===== src/rtl/mesi_bus_pkg.sv =====
// mesi_bus_pkg: shared command/state encodings for the MESI snooping-bus controller
package mesi_bus_pkg;

  localparam int CMD_W = 2;

  typedef enum logic [CMD_W-1:0] {
    CMD_NONE     = 2'd0,
    CMD_BUS_RD   = 2'd1,
    CMD_BUS_RDX  = 2'd2,
    CMD_BUS_UPGR = 2'd3
  } bus_cmd_t;

  typedef enum logic [2:0] {
    S_IDLE    = 3'd0,
    S_SNOOP   = 3'd1,
    S_WB      = 3'd2,
    S_MEM_RD  = 3'd3,
    S_DONE    = 3'd4,
    S_RELEASE = 3'd5
  } ctrl_state_t;

endpackage


===== src/rtl/mesi_bus_ctrl_snoop.sv =====
// mesi_snoop_collect: gathers per-peer snoop responses into a sticky mask plus shared/dirty/data summary
module mesi_snoop_collect #(
  parameter int N  = 2,
  parameter int DW = 32
) (
  input  logic            clk,
  input  logic            rst_n,
  input  logic            i_start,
  input  logic            i_en,
  input  logic [N-1:0]    i_src,
  input  logic [N-1:0]    i_ack,
  input  logic [N-1:0]    i_shared,
  input  logic [N-1:0]    i_dirty,
  input  logic [N*DW-1:0] i_data,
  output logic            o_all_acked,
  output logic            o_any_shared,
  output logic            o_any_dirty,
  output logic [DW-1:0]   o_dirty_data
);

  logic [N-1:0]  r_mask, r_shared, r_dirty;
  logic [DW-1:0] r_data [N];
  logic [N-1:0]  w_take, w_mask, w_shared, w_dirty;
  logic [DW-1:0] w_data [N];

  // The requester's own ack never counts; acks are only honoured while snooping.
  assign w_take   = i_en ? (i_ack & ~i_src) : '0;
  assign w_mask   = r_mask | w_take;
  assign w_shared = (r_shared & ~w_take) | (w_take & i_shared);
  assign w_dirty  = (r_dirty & ~w_take) | (w_take & i_dirty);

  // Summaries include the current cycle's acks so the FSM can leave SNOOP right after the last ack.
  assign o_all_acked  = &(w_mask | i_src);
  assign o_any_shared = |(w_shared | w_dirty);
  assign o_any_dirty  = |w_dirty;

  // Forward data acked this cycle, otherwise the captured copy.
  always_comb begin
    for (int i = 0; i < N; i++)
      w_data[i] = w_take[i] ? i_data[i*DW +: DW] : r_data[i];
  end

  // Lowest-index dirty peer wins: scan high to low so the lowest overrides.
  always_comb begin
    o_dirty_data = '0;
    for (int i = N - 1; i >= 0; i--)
      if (w_dirty[i]) o_dirty_data = w_data[i];
  end

  // Sticky capture of responses; cleared when a new transaction starts.
  always_ff @(posedge clk or negedge rst_n) begin
    if (!rst_n) begin
      r_mask   <= '0;
      r_shared <= '0;
      r_dirty  <= '0;
      for (int i = 0; i < N; i++) r_data[i] <= '0;
    end else if (i_start) begin
      r_mask   <= '0;
      r_shared <= '0;
      r_dirty  <= '0;
    end else begin
      r_mask   <= w_mask;
      r_shared <= w_shared;
      r_dirty  <= w_dirty;
      for (int i = 0; i < N; i++)
        if (w_take[i]) r_data[i] <= i_data[i*DW +: DW];
    end
  end

endmodule


===== src/rtl/mesi_bus_ctrl.sv =====
// mesi_bus_ctrl: snooping-bus transaction controller between the arbiter, peer caches and memory
module mesi_bus_ctrl
  import mesi_bus_pkg::*;
#(
  parameter int N  = 2,
  parameter int AW = 32,
  parameter int DW = 32
) (
  input  logic               clk,
  input  logic               rst_n,
  input  logic [N-1:0]       i_grant,
  input  logic [N*CMD_W-1:0] i_cache_cmd,
  input  logic [N*AW-1:0]    i_cache_addr,
  output logic               o_snp_valid,
  output logic [CMD_W-1:0]   o_snp_cmd,
  output logic [AW-1:0]      o_snp_addr,
  output logic [N-1:0]       o_snp_src,
  input  logic [N-1:0]       i_snp_ack,
  input  logic [N-1:0]       i_snp_shared,
  input  logic [N-1:0]       i_snp_dirty,
  input  logic [N*DW-1:0]    i_snp_data,
  output logic               o_mem_req,
  output logic               o_mem_we,
  output logic [AW-1:0]      o_mem_addr,
  output logic [DW-1:0]      o_mem_wdata,
  input  logic               i_mem_ack,
  input  logic [DW-1:0]      i_mem_rdata,
  output logic [N-1:0]       o_done,
  output logic [DW-1:0]      o_rsp_data,
  output logic               o_rsp_shared
);

  ctrl_state_t      r_state;
  bus_cmd_t         r_cmd;
  logic [N-1:0]     r_src;
  logic [AW-1:0]    r_addr;
  logic [CMD_W-1:0] w_req_cmd, w_src_cmd;
  logic [AW-1:0]    w_req_addr;
  logic             w_onehot, w_accept, w_release, w_rsp_shared;
  logic             w_all_acked, w_any_shared, w_any_dirty;
  logic [DW-1:0]    w_dirty_data;

  // Select the granted cache's command/address and the latched requester's live command.
  always_comb begin
    w_req_cmd  = '0;
    w_req_addr = '0;
    w_src_cmd  = '0;
    for (int i = 0; i < N; i++) begin
      if (i_grant[i]) begin
        w_req_cmd  = w_req_cmd | i_cache_cmd[i*CMD_W +: CMD_W];
        w_req_addr = w_req_addr | i_cache_addr[i*AW +: AW];
      end
      if (r_src[i]) w_src_cmd = w_src_cmd | i_cache_cmd[i*CMD_W +: CMD_W];
    end
  end

  assign w_onehot     = (i_grant != '0) && ((i_grant & (i_grant - 1'b1)) == '0);
  assign w_accept     = (r_state == S_IDLE) && w_onehot && (w_req_cmd != CMD_NONE);
  assign w_release    = ((i_grant & r_src) == '0) || (w_src_cmd == CMD_NONE);
  assign w_rsp_shared = (r_cmd == CMD_BUS_RD) && w_any_shared;

  mesi_snoop_collect #(.N(N), .DW(DW)) u_collect (
    .clk          (clk),
    .rst_n        (rst_n),
    .i_start      (w_accept),
    .i_en         (r_state == S_SNOOP),
    .i_src        (r_src),
    .i_ack        (i_snp_ack),
    .i_shared     (i_snp_shared),
    .i_dirty      (i_snp_dirty),
    .i_data       (i_snp_data),
    .o_all_acked  (w_all_acked),
    .o_any_shared (w_any_shared),
    .o_any_dirty  (w_any_dirty),
    .o_dirty_data (w_dirty_data)
  );

  // Transaction FSM; every output is registered and set on the transition into its state.
  always_ff @(posedge clk or negedge rst_n) begin
    if (!rst_n) begin
      r_state      <= S_IDLE;
      r_cmd        <= CMD_NONE;
      r_src        <= '0;
      r_addr       <= '0;
      o_snp_valid  <= 1'b0;
      o_snp_cmd    <= '0;
      o_snp_addr   <= '0;
      o_snp_src    <= '0;
      o_mem_req    <= 1'b0;
      o_mem_we     <= 1'b0;
      o_mem_addr   <= '0;
      o_mem_wdata  <= '0;
      o_done       <= '0;
      o_rsp_data   <= '0;
      o_rsp_shared <= 1'b0;
    end else begin
      o_done <= '0;
      case (r_state)
        S_IDLE: if (w_accept) begin
          r_src       <= i_grant;
          r_cmd       <= bus_cmd_t'(w_req_cmd);
          r_addr      <= w_req_addr;
          o_snp_valid <= 1'b1;
          o_snp_cmd   <= w_req_cmd;
          o_snp_addr  <= w_req_addr;
          o_snp_src   <= i_grant;
          r_state     <= S_SNOOP;
        end
        S_SNOOP: if (w_all_acked) begin
          o_snp_valid <= 1'b0;
          if (r_cmd == CMD_BUS_UPGR) begin
            o_done       <= r_src;
            o_rsp_shared <= 1'b0;
            r_state      <= S_DONE;
          end else begin
            o_mem_req   <= 1'b1;
            o_mem_we    <= w_any_dirty;
            o_mem_addr  <= r_addr;
            o_mem_wdata <= w_dirty_data;
            r_state     <= w_any_dirty ? S_WB : S_MEM_RD;
          end
        end
        S_WB, S_MEM_RD: if (i_mem_ack) begin
          o_mem_req    <= 1'b0;
          o_mem_we     <= 1'b0;
          o_done       <= r_src;
          o_rsp_data   <= (r_state == S_WB) ? o_mem_wdata : i_mem_rdata;
          o_rsp_shared <= w_rsp_shared;
          r_state      <= S_DONE;
        end
        S_DONE: r_state <= S_RELEASE;
        S_RELEASE: if (w_release) r_state <= S_IDLE;
        default: r_state <= S_IDLE;
      endcase
    end
  end

endmodule


===== config.mk =====
export PLATFORM = sky130hd
export DESIGN_NAME = mesi_bus_ctrl
export DESIGN_NICKNAME = d
export VERILOG_FILES = /design/src/rtl/mesi_bus_pkg.sv /design/src/rtl/mesi_bus_ctrl_snoop.sv /design/src/rtl/mesi_bus_ctrl.sv
export SDC_FILE = /design/constraint.sdc
export NUM_CORES = 1
export LEC_CHECK = 0
export ABC_AREA = 1
export BUFFER_PORTS_ARGS = -buffer_cell sky130_fd_sc_hd__buf_2
export CAP_MARGIN = 25
export CORE_ASPECT_RATIO = 0.9
export CORE_MARGIN = 3
export CORE_UTILIZATION = 54
export CTS_BUF_LIST = sky130_fd_sc_hd__clkbuf_8
export DETAILED_ROUTE_END_ITERATION = 7
export PLACE_DENSITY = 0.83
export SETUP_SLACK_MARGIN = 0.5
export SYNTH_ARGS = -nofsm -noshare
export SYNTH_HDL_FRONTEND = slang
export SYNTH_HIERARCHICAL = 1
export SYNTH_SLANG_ARGS = --single-unit

===== constraint.sdc =====
create_clock -name clk -period 2.7 [get_ports clk]
set_input_delay 0.405 -clock clk [delete_from_list [all_inputs] [get_ports clk]]
set_output_delay 0.405 -clock clk [all_outputs]
set_load 0.02 [all_outputs]

==> results.json, run 1 <==
{
  "outcome": "finished, final reports clean",
  "synth_flop_cell": "dfrtp_1",
  "gr-total-overflow": 0,
  "arrival_ns": 2.50,
  "antenna_found_initial": 3,
  "die_w_microns": 152,
  "tritoncts": "built",
  "hp-class": "in2reg",
  "drive_above_1_share_pct": 26.3,
  "clock-root-buffer": "clkbuf_8",
  "finalInstanceArea_sq_um": 12800,
  "clock_latency_ns": 0.51,
  "grt_first_pass_wirelength_microns": 48400,
  "yosysUniqueCellTypes": 27,
  "max_freq_mhz": 487,
  "dp_slack_ns": 0.397,
  "worstPathMaxFanout": 28,
  "start_util_pct": 55.5,
  "grtUsageTotal_pct": 29.7,
  "clk_pin_slew_ns": 0.06,
  "power_density_nw_per_um2": 1130,
  "placedCellCount": 1860,
  "ys.warnings.count": 6,
  "netlist_instances": 1357,
  "grt_max_degree": 76,
  "drt_iter0_markers": 848,
  "finalSetupTns_ns": 0,
  "ys_async_sr_fraction_pct": 100,
  "cts_sinks": 211,
  "synth.avg_cell_area_sq_um": 7.60,
  "cts_buffers": 36,
  "ys_ff_latch": 211,
  "route.detailed.drc": 0,
  "num_rows": 47,
  "hpwl_microns": 22700,
  "htree_levels": 2,
  "fin_cells": 1929,
  "die_area_sq_um": 20800,
  "clk_path_buf_depth": 3,
  "min_period_ns": 2.05,
  "syn_area_sq_um": 10300,
  "setup_ws_ns": 0.646,
  "drv_cap": 0,
  "start_kind": "register",
  "routedWlPerCell_microns": 16.6,
  "io_buffers": 312,
  "critical_path_class": "reg2reg",
  "finalNetCount": 1836,
  "cp-end-kind": "register",
  "worstPathRequired_ns": 3.14,
  "hold_viol_final": 0,
  "die_h_microns": 137,
  "power.leakage_nw": 7.58,
  "worst_pin_slew_ns": 0.780,
  "antenna_left": 0,
  "syn-num-nets": 1532,
  "vias_per_cell": 5.34,
  "grt_pass1_vias": 9355,
  "wl_microns": 32100,
  "final_common_cell": "nand2_1",
  "hold_ws_ns": 0.0994,
  "setup_viol": 0,
  "rsz0062_at_grt": "no",
  "ir_worst_vdd_v": 0.000541,
  "pin_count": 313,
  "layout_common_cells": "nand2_1 (784), buf_2 (311), dfrtp_1 (209)",
  "drt_first_pass_iters": 5,
  "slew_violations": 0,
  "placed_area_sq_um": 12000,
  "min_period_over_period_pct": 76.1,
  "relSlewSlack_pct": 48.0,
  "area_delta_synth_final_pct": 24.3,
  "gp_congestion": 0.885,
  "vias": 10300,
  "skew_ns": 0.00968,
  "core_area_sq_um": 18600,
  "yosysSeqAreaShare_pct": 51.2,
  "synth_edf_count": 0
}
## report_power, final
group | total, mW | leakage, nW | switching [mW] | internal [mW]
sequential | 5.14 | 2.73 | 0.772 | 4.36
clock | 2.82 | 0.406 | 1.24 | 1.57
combinational | 6.55 | 4.45 | 4.49 | 2.06
total | 14.5 | 7.58 | 6.50 | 7.99
## metrics by stage
step / utilization (%) / total power [mW]
final: 69.0 / 14.5
after global routing: 69.0 / 15.5
after CTS: 68.5 / 14.4
after detailed placement: 64.6 / 11.5
after global placement: 64.5 / 11.3
after floorplan: - / 10.0
## cell usage after synthesis (4+ instances only)
| master | count | area, sq um |
|---|---|---|
| o21ai_0 | 46 | 230 |
| nand2_2 | 4 | 25.0 |
| a21oi_1 | 8 | 40.0 |
| nand3_2 | 9 | 90.1 |
| inv_1 | 49 | 184 |
| buf_2 | 31 | 155 |
| nand4_1 | 36 | 225 |
| nand3_1 | 65 | 325 |
| mux2_2 | 10 | 113 |
| nor2_1 | 8 | 30.0 |
| clkbuf_1 | 22 | 82.6 |
| buf_6 | 10 | 113 |
| buf_1 | 7 | 26.3 |
| dfrtp_1 | 211 | 5280 |
| buf_4 | 11 | 82.6 |
| nand2_1 | 784 | 2940 |
| nor2_2 | 4 | 25.0 |
| o211ai_1 | 22 | 165 |
| inv_2 | 8 | 30.0 |
## registers in the layout, indices dropped and copies added (netlist names)
name and count:
o_done 2, o_mem_addr 32, o_mem_req 1, o_mem_wdata 32, o_mem_we 1, o_rsp_data 32
o_rsp_shared 1, o_snp_addr 32, o_snp_valid 1, r_cmd 2, r_src 2, r_state 3
u_collect/r_data 64, u_collect/r_dirty 2, u_collect/r_mask 2, u_collect/r_shared 2
## cell families (layout without fill, tap and decap cells)
logic type,Yosys count,after routing,share of synthesized area (%)
buf+inv,138,463,6.53
other cells,0,1,0
compound gates,80,80,4.54
mux,10,10,1.09
flops,211,211,51.2
simple gates,918,919,36.6
## repair_timing
| item | CTS | global route |
|---|---|---|
| pin swaps | 1 | 3 |
| endpoints found under the hold margin | 71 | 0 |
| buffers inserted | 2 | 4 |
| cloned | 0 | 1 |
| hold buffers | 1 | 0 |
| endpoints found under the setup margin | 68 | 72 |
| resized for setup | 1 | 14 |
## metal layers
metal  part of all wire, %  wire, microns  vias up  GRT usage (%)
li1                      -              -     4872              -
met1                    43          13700     4857           43.6
met5                 0.065             21        -              0
met3                   9.1           2910       62           5.96
met4                   2.5            818        4           10.3
met2                    45          14600      512           44.1
## worst max-delay path: stages, from the launching register on
cell	delay (ns)
dfrtp_2	0.40
inv_2	0.07
nor3_4	0.19
buf_4	0.18
nand2_4	0.07
nor2_4	0.17
nand2_1	0.10
nand2_2	0.20
buf_12	0.22
nand3_1	0.09
nand2_1	0.14
nand2_1	0.08
nand2_1	0.07
## path summary, 6_finish.rpt
kind	from	endpoint	slack, ns	cells after the start
setup / recovery	r_state[0]$_DFFE_PN0P_	o_mem_wdata[6]$_DFFE_PN0P_	0.65	12
hold / removal	i_cache_addr[20]	o_snp_addr[20]$_DFFE_PN0P_	0.1	3
setup reg to reg	r_state[0]$_DFFE_PN0P_	o_mem_wdata[6]$_DFFE_PN0P_	0.65	12
hold reg to reg	o_mem_addr[12]$_DFFE_PN0P_	o_mem_addr[12]$_DFFE_PN0P_	0.47	2
max in group asynchronous	rst_n	u_collect/r_data[14]$_DFFE_PN0N_	1.46	3
min in group asynchronous	rst_n	o_snp_addr[13]$_DFFE_PN0P_	0.49	2
## area by class of cell
type                    count  area, sq um
inverters                  57          219
clock inverters            12         47.5
diodes                      1         2.50
well taps                 245          307
multi-input cells        1009         4380
clock buffers              48          661
repair buffers            346         1920
fillers                  1558         5760
flip-flops and latches    211         5280
No activity file was read; power rests on OpenSTA's default activity.
==> run 2, diff against run 1 <==
==> constraint.sdc (replaced) <==
create_clock -name clk -period 2 [get_ports clk]
set_input_delay 0.3 -clock clk [delete_from_list [all_inputs] [get_ports clk]]
set_output_delay 0.3 -clock clk [all_outputs]
set_load 0.02 [all_outputs]
==> results.json, run 2 (synthesized netlist as in run 1, its figures left out) <==
{
  "power_density_nw_per_um2": 1630,
  "hpwl_microns": 22800,
  "cts_buffers": 37,
  "route.detailed.drc": 0,
  "die_area_sq_um": 20800,
  "nFillCells": 1184,
  "layout_common_cells": "nand2_1 (741), buf_2 (311), dfrtp_1 (209)",
  "cp-end-kind": "register",
  "total_power_mw": 24.1,
  "cts_sinks": 211,
  "drt_iter0_markers": 1422,
  "worstPathMaxFanout": 13,
  "power.leakage_nw": 8.47,
  "vias": 11800,
  "outcome": "finished with violations",
  "start_util_pct": 55.5,
  "clk_path_buf_depth": 3,
  "final_common_cell": "nand2_1",
  "fin_cells": 2043,
  "antenna_found_initial": 2,
  "num_rows": 47,
  "finalNetCount": 1945,
  "hold_viol_final": 2,
  "worstPathRequired_ns": 2.47,
  "hold_ws_ns": -0.0168,
  "clock_latency_ns": 0.54,
  "largest_register": "u_collect/r_data",
  "start_kind": "register",
  "ir_worst_vdd_v": 0.000786,
  "relSlewSlack_pct": 64.6,
  "grt_pass1_vias": 10400,
  "placed_area_sq_um": 12300,
  "hp-class": "in2reg",
  "slew_violations": 0,
  "worst_pin_slew_ns": 0.531,
  "htree_levels": 2,
  "grt_max_degree": 65,
  "drt_first_pass_iters": 7,
  "setup_ws_ns": -0.0218,
  "drive_above_1_share_pct": 32.2,
  "gr-total-overflow": 0,
  "rsz0062_at_grt": "yes",
  "failed_checks": "negative hold slack, negative setup slack",
  "antenna_left": 0,
  "vias_per_cell": 5.78,
  "grtUsageTotal_pct": 32.7,
  "min_period_ns": 2.02,
  "setup_viol": 1,
  "core_area_sq_um": 18600,
  "pin_count": 313,
  "multi_input_area_sq_um": 4650,
  "grt_first_pass_wirelength_microns": 53400,
  "routedWlPerCell_microns": 20.0,
  "placedCellCount": 1880,
  "drv_cap": 0,
  "critical_path_class": "reg2reg",
  "skew_ns": 0.0260,
  "min_period_over_period_pct": 101,
  "wl_microns": 40900,
  "finalSetupTns_ns": -0.0218,
  "finalInstanceArea_sq_um": 14800,
  "clock-root-buffer": "clkbuf_8",
  "seqCellArea_sq_um": 5280,
  "gp_congestion": 0.923,
  "area_delta_synth_final_pct": 43.6,
  "largest_register_ffs": 64,
  "die_w_microns": 152,
  "clk_pin_slew_ns": 0.07,
  "dp_slack_ns": -0.0329,
  "max_freq_mhz": 495,
  "arrival_ns": 2.49,
  "io_buffers": 312,
  "die_h_microns": 137,
  "fin_util_pct": 79.7,
  "tritoncts": "built"
}
## run 2: cell types whose count changed in the layout (fill, tap and decap cells not counted), moves of 13 or more
cell           delta
dlygate4sd3_1    +45
nand2_1          -43
nand2_2          +36
buf_6            +15
clkbuf_16        +14
buf_12           +13
## run 2: path summary, 6_finish.rpt
kind                                                  from                         end  slack, ns  cells after the start
worst max register to register      r_state[0]$_DFFE_PN0P_  o_mem_addr[16]$_DFFE_PN0P_      -0.02                     13
min in group asynchronous                            rst_n   o_mem_addr[7]$_DFFE_PN0P_       0.31                      2
worst max-delay path                r_state[0]$_DFFE_PN0P_  o_mem_addr[16]$_DFFE_PN0P_      -0.02                     13
worst min register to register  o_mem_addr[18]$_DFFE_PN0P_  o_mem_addr[18]$_DFFE_PN0P_       0.47                      2
max in group asynchronous                            rst_n      r_state[0]$_DFFE_PN0P_       1.00                      3
worst min-delay path                      i_cache_addr[52]  o_snp_addr[20]$_DFFE_PN0P_      -0.02                      3
## run 2: where the power goes
group	internal [mW]	leakage [nW]	switching (mW)
clock	2.22	0.434	1.85
combinational	4.59	5.31	7.91
sequential	6.16	2.73	1.40
## run 2: layout make-up
| class | count | share of cell area (%) |
|---|---|---|
| repair buffers | 448 | 23.1 |
| clock inverters | 16 | 0.465 |
| clock buffers | 50 | 4.65 |
| multi-input cells | 1008 | 31.4 |
| repair inverters | 7 | 0.794 |
| well taps | 245 | 2.07 |
| flip-flops and latches | 211 | 35.7 |
| inverters | 57 | 1.85 |
| diodes | 1 | 0.0169 |
## run 2: layer usage
layer	global-route usage, %	share of wire, %	vias to the layer above
met3	7.09	13	273
met5	0	0.046	-
li1	-	-	5099
met4	14.0	6.2	2
met2	49.4	45	1018
met1	45.8	36	5423
## run 2: repair_timing
| item | 4_1_cts | 5_1_grt |
|---|---|---|
| endpoints found under the setup margin | 213 | 215 |
| resized for setup | 34 | 112 |
| pin swaps | 5 | 23 |
| buffers inserted | 13 | 8 |
| hold endpoints to repair | 87 | 0 |
| hold buffers | 46 | 0 |
| gates cloned | 6 | 23 |
## run 2: critical path, cell delays in order (launching register included)
cell and delay, ns:
dfrtp_2 0.40, inv_4 0.05, nor3_4 0.21, buf_12 0.16
nand3_4 0.09, nand3_2 0.08, nand2_2 0.05, inv_2 0.07
inv_2 0.05, nor2_4 0.21, buf_6 0.19, buf_16 0.15
nand2_1 0.10, nand2_1 0.13
